--- config.mk ---
export PLATFORM = sky130hd
export DESIGN_NAME = pulse_frame_reader
export DESIGN_NICKNAME = d
export VERILOG_FILES = /design/src/rtl/pulse_frame_reader.sv
export SDC_FILE = /design/constraint.sdc
export NUM_CORES = 1
export LEC_CHECK = 0
export ABC_AREA = 1
export ABC_CLOCK_PERIOD_IN_PS = 5550
export CAP_MARGIN = 30
export CORE_ASPECT_RATIO = 0.5
export CORE_MARGIN = 1
export CORE_UTILIZATION = 45
export CTS_BUF_LIST = sky130_fd_sc_hd__clkbuf_4 sky130_fd_sc_hd__clkbuf_8
export CTS_CLUSTER_DIAMETER = 100
export DETAILED_ROUTE_END_ITERATION = 12
export GPL_TIMING_DRIVEN = 0
export PLACE_DENSITY = 0.7
export SLEW_MARGIN = 40
export SYNTH_ARGS = -nofsm -noshare
export SYNTH_HDL_FRONTEND = slang
export SYNTH_SLANG_ARGS = --single-unit
--- constraint.sdc ---
create_clock -name clk -period 5.55 [get_ports clk]
set_input_delay 0.555 -clock clk [delete_from_list [all_inputs] [get_ports clk]]
set_output_delay 0.555 -clock clk [all_outputs]
set_load 0.1 [all_outputs]
--- src/rtl/pulse_frame_reader.sv ---
// Sweeps the pulse-accumulation BRAM once per start, converts each fp32 word to signed
// fixed point and streams it out on a valid/ready port, optionally clearing each word.
module pulse_frame_reader #(
  parameter int unsigned DEPTH         = 2048,
  parameter int unsigned OUT_W         = 16,
  parameter int unsigned FRAC_BITS     = 12,
  parameter bit          CLEAR_ON_READ = 1'b1
) (
  input  logic             clk,
  input  logic             rst,
  input  logic             start,
  output logic             busy,
  output logic             done,
  output logic [31:0]      bram_addr,
  output logic [31:0]      bram_data_in,
  output logic             ena,
  output logic             bram_we,
  input  logic [31:0]      bram_data_out,
  output logic             m_valid,
  input  logic             m_ready,
  output logic [OUT_W-1:0] m_data,
  output logic             m_last,
  output logic [15:0]      sat_count
);

  localparam int unsigned IdxW = (DEPTH > 1) ? $clog2(DEPTH) : 1;
  localparam int unsigned MagW = OUT_W + 25;
  localparam logic [IdxW-1:0] LastIdx = IdxW'(DEPTH - 1);
  localparam logic [MagW-1:0] PosMax  = MagW'((64'd1 << (OUT_W - 1)) - 64'd1);
  localparam logic [MagW-1:0] NegMax  = MagW'(64'd1 << (OUT_W - 1));

  typedef enum logic [2:0] {StIdle, StRd, StWait, StCap, StOut, StDone} state_e;

  state_e            state_q, state_d;
  logic [IdxW-1:0]   idx_q, idx_d, idx_nxt;
  logic              busy_q, busy_d, done_q, done_d;
  logic              ena_q, ena_d, we_q, we_d;
  logic [31:0]       addr_q, addr_d;
  logic              m_valid_q, m_valid_d, m_last_q, m_last_d;
  logic [OUT_W-1:0]  m_data_q, m_data_d;
  logic [15:0]       sat_q, sat_d;

  logic               conv_sign;
  logic [7:0]         conv_exp;
  logic [22:0]        conv_frac;
  logic signed [10:0] conv_sh;
  logic [MagW-1:0]    conv_mag;
  logic [OUT_W-1:0]   conv_val;
  logic               conv_sat;

  // fp32 -> signed fixed point; right shifts past the mantissa fall out to 0.
  always_comb begin
    conv_sign = bram_data_out[31];
    conv_exp  = bram_data_out[30:23];
    conv_frac = bram_data_out[22:0];
    conv_sh   = $signed(11'(conv_exp)) - 11'sd150 + $signed(11'(FRAC_BITS));
    conv_mag  = '0;
    conv_val  = '0;
    conv_sat  = 1'b0;
    if (conv_exp == 8'hFF) begin
      conv_sat = 1'b1;
      if (conv_frac == '0) begin
        conv_val = conv_sign ? {1'b1, {(OUT_W-1){1'b0}}} : {1'b0, {(OUT_W-1){1'b1}}};
      end
    end else if (conv_exp != 8'd0) begin
      if (conv_sh[10]) begin
        conv_mag = MagW'({1'b1, conv_frac}) >> (-conv_sh);
      end else if (conv_sh > $signed(11'(OUT_W))) begin
        conv_mag = '1;
      end else begin
        conv_mag = MagW'({1'b1, conv_frac}) << conv_sh;
      end
      if (!conv_sign) begin
        if (conv_mag > PosMax) begin
          conv_sat = 1'b1;
          conv_val = PosMax[OUT_W-1:0];
        end else begin
          conv_val = conv_mag[OUT_W-1:0];
        end
      end else if (conv_mag > NegMax) begin
        conv_sat = 1'b1;
        conv_val = NegMax[OUT_W-1:0];
      end else begin
        conv_val = {OUT_W{1'b0}} - conv_mag[OUT_W-1:0];
      end
    end
  end

  assign idx_nxt = idx_q + IdxW'(1);

  always_comb begin
    state_d   = state_q;
    idx_d     = idx_q;
    busy_d    = busy_q;
    done_d    = 1'b0;
    ena_d     = 1'b0;
    we_d      = 1'b0;
    addr_d    = addr_q;
    m_valid_d = m_valid_q;
    m_last_d  = m_last_q;
    m_data_d  = m_data_q;
    sat_d     = sat_q;
    unique case (state_q)
      StIdle: begin
        if (start) begin
          idx_d   = '0;
          sat_d   = '0;
          busy_d  = 1'b1;
          ena_d   = 1'b1;
          addr_d  = '0;
          state_d = StRd;
        end
      end
      StRd:   state_d = StWait;
      StWait: begin
        ena_d   = CLEAR_ON_READ;
        we_d    = CLEAR_ON_READ;
        state_d = StCap;
      end
      StCap: begin
        m_data_d  = conv_val;
        m_valid_d = 1'b1;
        m_last_d  = (idx_q == LastIdx);
        if (conv_sat && sat_q != 16'hFFFF) sat_d = sat_q + 16'd1;
        state_d = StOut;
      end
      StOut: begin
        if (m_ready) begin
          m_valid_d = 1'b0;
          m_last_d  = 1'b0;
          if (m_last_q) begin
            done_d  = 1'b1;
            state_d = StDone;
          end else begin
            idx_d   = idx_nxt;
            addr_d  = 32'(idx_nxt) << 2;
            ena_d   = 1'b1;
            state_d = StRd;
          end
        end
      end
      StDone: begin
        busy_d  = 1'b0;
        state_d = StIdle;
      end
      default: state_d = StIdle;
    endcase
  end

  always_ff @(posedge clk) begin
    if (rst) begin
      state_q   <= StIdle;
      idx_q     <= '0;
      busy_q    <= 1'b0;
      done_q    <= 1'b0;
      ena_q     <= 1'b0;
      we_q      <= 1'b0;
      addr_q    <= '0;
      m_valid_q <= 1'b0;
      m_last_q  <= 1'b0;
      m_data_q  <= '0;
      sat_q     <= '0;
    end else begin
      state_q   <= state_d;
      idx_q     <= idx_d;
      busy_q    <= busy_d;
      done_q    <= done_d;
      ena_q     <= ena_d;
      we_q      <= we_d;
      addr_q    <= addr_d;
      m_valid_q <= m_valid_d;
      m_last_q  <= m_last_d;
      m_data_q  <= m_data_d;
      sat_q     <= sat_d;
    end
  end

  // Gate the BRAM strobes so a reset landing in the clear cycle never writes.
  assign ena          = ena_q & ~rst;
  assign bram_we      = we_q & ~rst;
  assign bram_addr    = addr_q;
  assign bram_data_in = 32'h0;
  assign busy         = busy_q;
  assign done         = done_q;
  assign m_valid      = m_valid_q;
  assign m_data       = m_data_q;
  assign m_last       = m_last_q;
  assign sat_count    = sat_q;

endmodule

==> flow_summary.ini <==
[drt]
wl_met3_um = 2870
vias = 10400
wirelength_um = 30200
top_layer_used = met4
drt_iter0_drc = 1078
drc = 0
drt-pass1-iter-count = 8
vias_per_cell = 5.56
met2_length_um = 12700
wl_per_cell_um = 16.1
drt-met1-wl_um = 13900
drt.antenna.violating_nets = 0

[worst_setup_path]
end_kind = flip-flop
critPathMaxFanout = 10
max_stage_delay_ns = 0.36
cp_top_family = simple AND/OR/NAND/NOR gates
critPathKind = in2reg
required_ns = 5.72
worstPathBufferInverterCount = 7
slowest_stage = dlygate4sd2_1
critPathLaunchType = input pin
critPathMostFrequentCell = nand2_1
critPathArrivalTime_ns = 5.37

[hold_path]
hold_path.class = reg2reg

[timing]
final.period_utilization = 0.937
clock_skew_ns = 0.0131
maxSlewViolCount = 0
tns_ns = 0
max_freq_ghz = 0.192
relSlewSlack = 0.580
hold_violations = 0
holdWs_ns = 0.477
layout_min_cycle_time_ns = 5.20
setup_viol = 0
worstMarginPinSlew_ns = 0.626

[power_and_ir_drop]
finalPower_w = 0.00203
powerDensity_nw_per_um2 = 218
peakVddDrop_v = 0.000221
p_leak_nw = 4.52

[synthesis]
synthArstFlopShare = 0
syn_area_um2 = 8010
syn_area_per_cell_um2 = 5.36
ys.flop_type = dfxtp_1
synth_cell_types = 47
yosys_warnings = 0
synth-seq-area-share = 0.130
synth_edf_count = 0
synthCells = 1493
ys_ff_latch = 52

[clocking]
clk_path_buf_depth = 2
cts_buffers = 5
clkSinkCount = 52
clock_latency_ns = 0.31
clk_pin_slew_ns = 0.10
cts_htree_levels = 2
cts_tree = done
root_buffer = clkbuf_8

[global_routing]
grt_pass1_vias = 8936
grt_pass1_wl_um = 46500
grt_antenna_before_repair = 1
grt_remaining_overflow = 0
grt.total_usage = 0.319
grt_start_max_net_pins = 18

[final_layout]
n_antenna_cell = 0
area.growth.synth_to_final_pct = 16.3
drive_gt1_frac = 0.137
final_cell_mix = 441 x nand2_1, 285 x nand3_1, 126 x nor2_1
nFillCells = 1917
nNetsFinal = 1684
final_common_cell = nand2_1

[floorplanning]
num_rows = 34
core_um2 = 17400
initial_utilization = 0.460
die_w_um = 191
design.die.area_um2 = 18400
io_pins = 138
dieHeight_um = 96.3

[outcome]
status = complete, no violations

[placed_design]
globalplace.congestion = 1.02
dpl.hpwl_um = 24500
io_buffers = 83

[job]
cap_violations = 0
-- area by class of cell --
class | count | area, um2 | area share
multi-input combinational | 1247 | 6000 | 0.645
sequential | 52 | 1040 | 0.112
buffer | 125 | 769 | 0.0827
timing repair buffer | 85 | 602 | 0.0647
inverter | 121 | 462 | 0.0496
tap | 234 | 293 | 0.0315
clock buffer | 5 | 68.8 | 0.00739
clock inverter | 3 | 68.8 | 0.00739
-- per-stage QoR --
step                      std cells  worst slack, ns   util  cell area [um2]
after floorplan                1545            0.720      -             8200
after global placement         1862            -1.22  0.536             9330
after detailed placement       1862            -1.23  0.522             9090
after CTS                      1870          0.00167  0.532             9260
after global routing           1872         -0.00133  0.535             9310
final                          1872            0.347  0.535             9310
-- sequential cells by signal, summed over array words and instances (netlist names) --
register and cells:
bram_addr 11, busy 1, done 1, ena_q 1
m_data 16, m_last 1, m_valid 1, sat_count 16
state_q 3, we_q 1
-- kinds of logic after synthesis --
family,synth area share
buffers and inverters,0.150
XOR/XNOR,0.0230
other,0.000468
flip-flops,0.130
adder cells (fa/ha/maj),0.0172
AND/OR/NAND/NOR,0.569
AO/OA/AOI/OAI,0.110
-- path summary, 6_finish.rpt --
path | end | startpoint | cells after the start | slack [ns]
hold / removal | busy | busy | 2 | 0.48
hold reg to reg | busy | busy | 2 | 0.48
setup / recovery | sat_count[5] | bram_data_out[24] | 37 | 0.35
setup reg to reg | bram_addr[11] | state_q[0] | 12 | 2.95
-- synthesized netlist by cell type (all sizes together) (3+ instances only) --
master | number | area [um2]
nand4 | 49 | 307
xnor2 | 6 | 52.6
xor2 | 15 | 131
nand3b | 3 | 22.5
o21ai | 68 | 344
a21oi | 73 | 407
inv | 114 | 430
nor2 | 141 | 589
nand2 | 476 | 1890
clkinv | 7 | 26.3
ha | 11 | 138
nor4 | 10 | 62.6
a31oi | 5 | 31.3
clkbuf | 32 | 120
nand3 | 295 | 1530
buf | 93 | 624
dfxtp | 52 | 1040
nor3 | 23 | 120
-- worst min-delay path: stages (launching register included) --
cell	delay (ns)
dfxtp_1	0.32
nand2_1	0.06
a21oi_1	0.05
-- power by group --
part | switching, W | leakage (nW) | internal, W | total (W)
logic | 0.000984 | 4.03 | 0.000334 | 0.00132
registers | 0.0000125 | 0.421 | 0.000391 | 0.000404
clock network | 0.000129 | 0.0687 | 0.000182 | 0.000311
total | 0.00113 | 4.52 | 0.000906 | 0.00203
-- timing repair --
item / 4_1_cts / 5_1_grt
pin swaps: 0 / 1
hold buffers: 0 / 0
endpoints found under the setup margin: 32 / 32
resized for setup: 13 / 17
buffers inserted: 0 / 2
-- metal layers --
metal  up-vias  global-route usage
li1       5141                   -
met1      4657               0.446
met2       561               0.507
met3        57              0.0456
met4         0              0.0927
met5         -                   0
No activity file was read; power rests on OpenSTA's default activity.
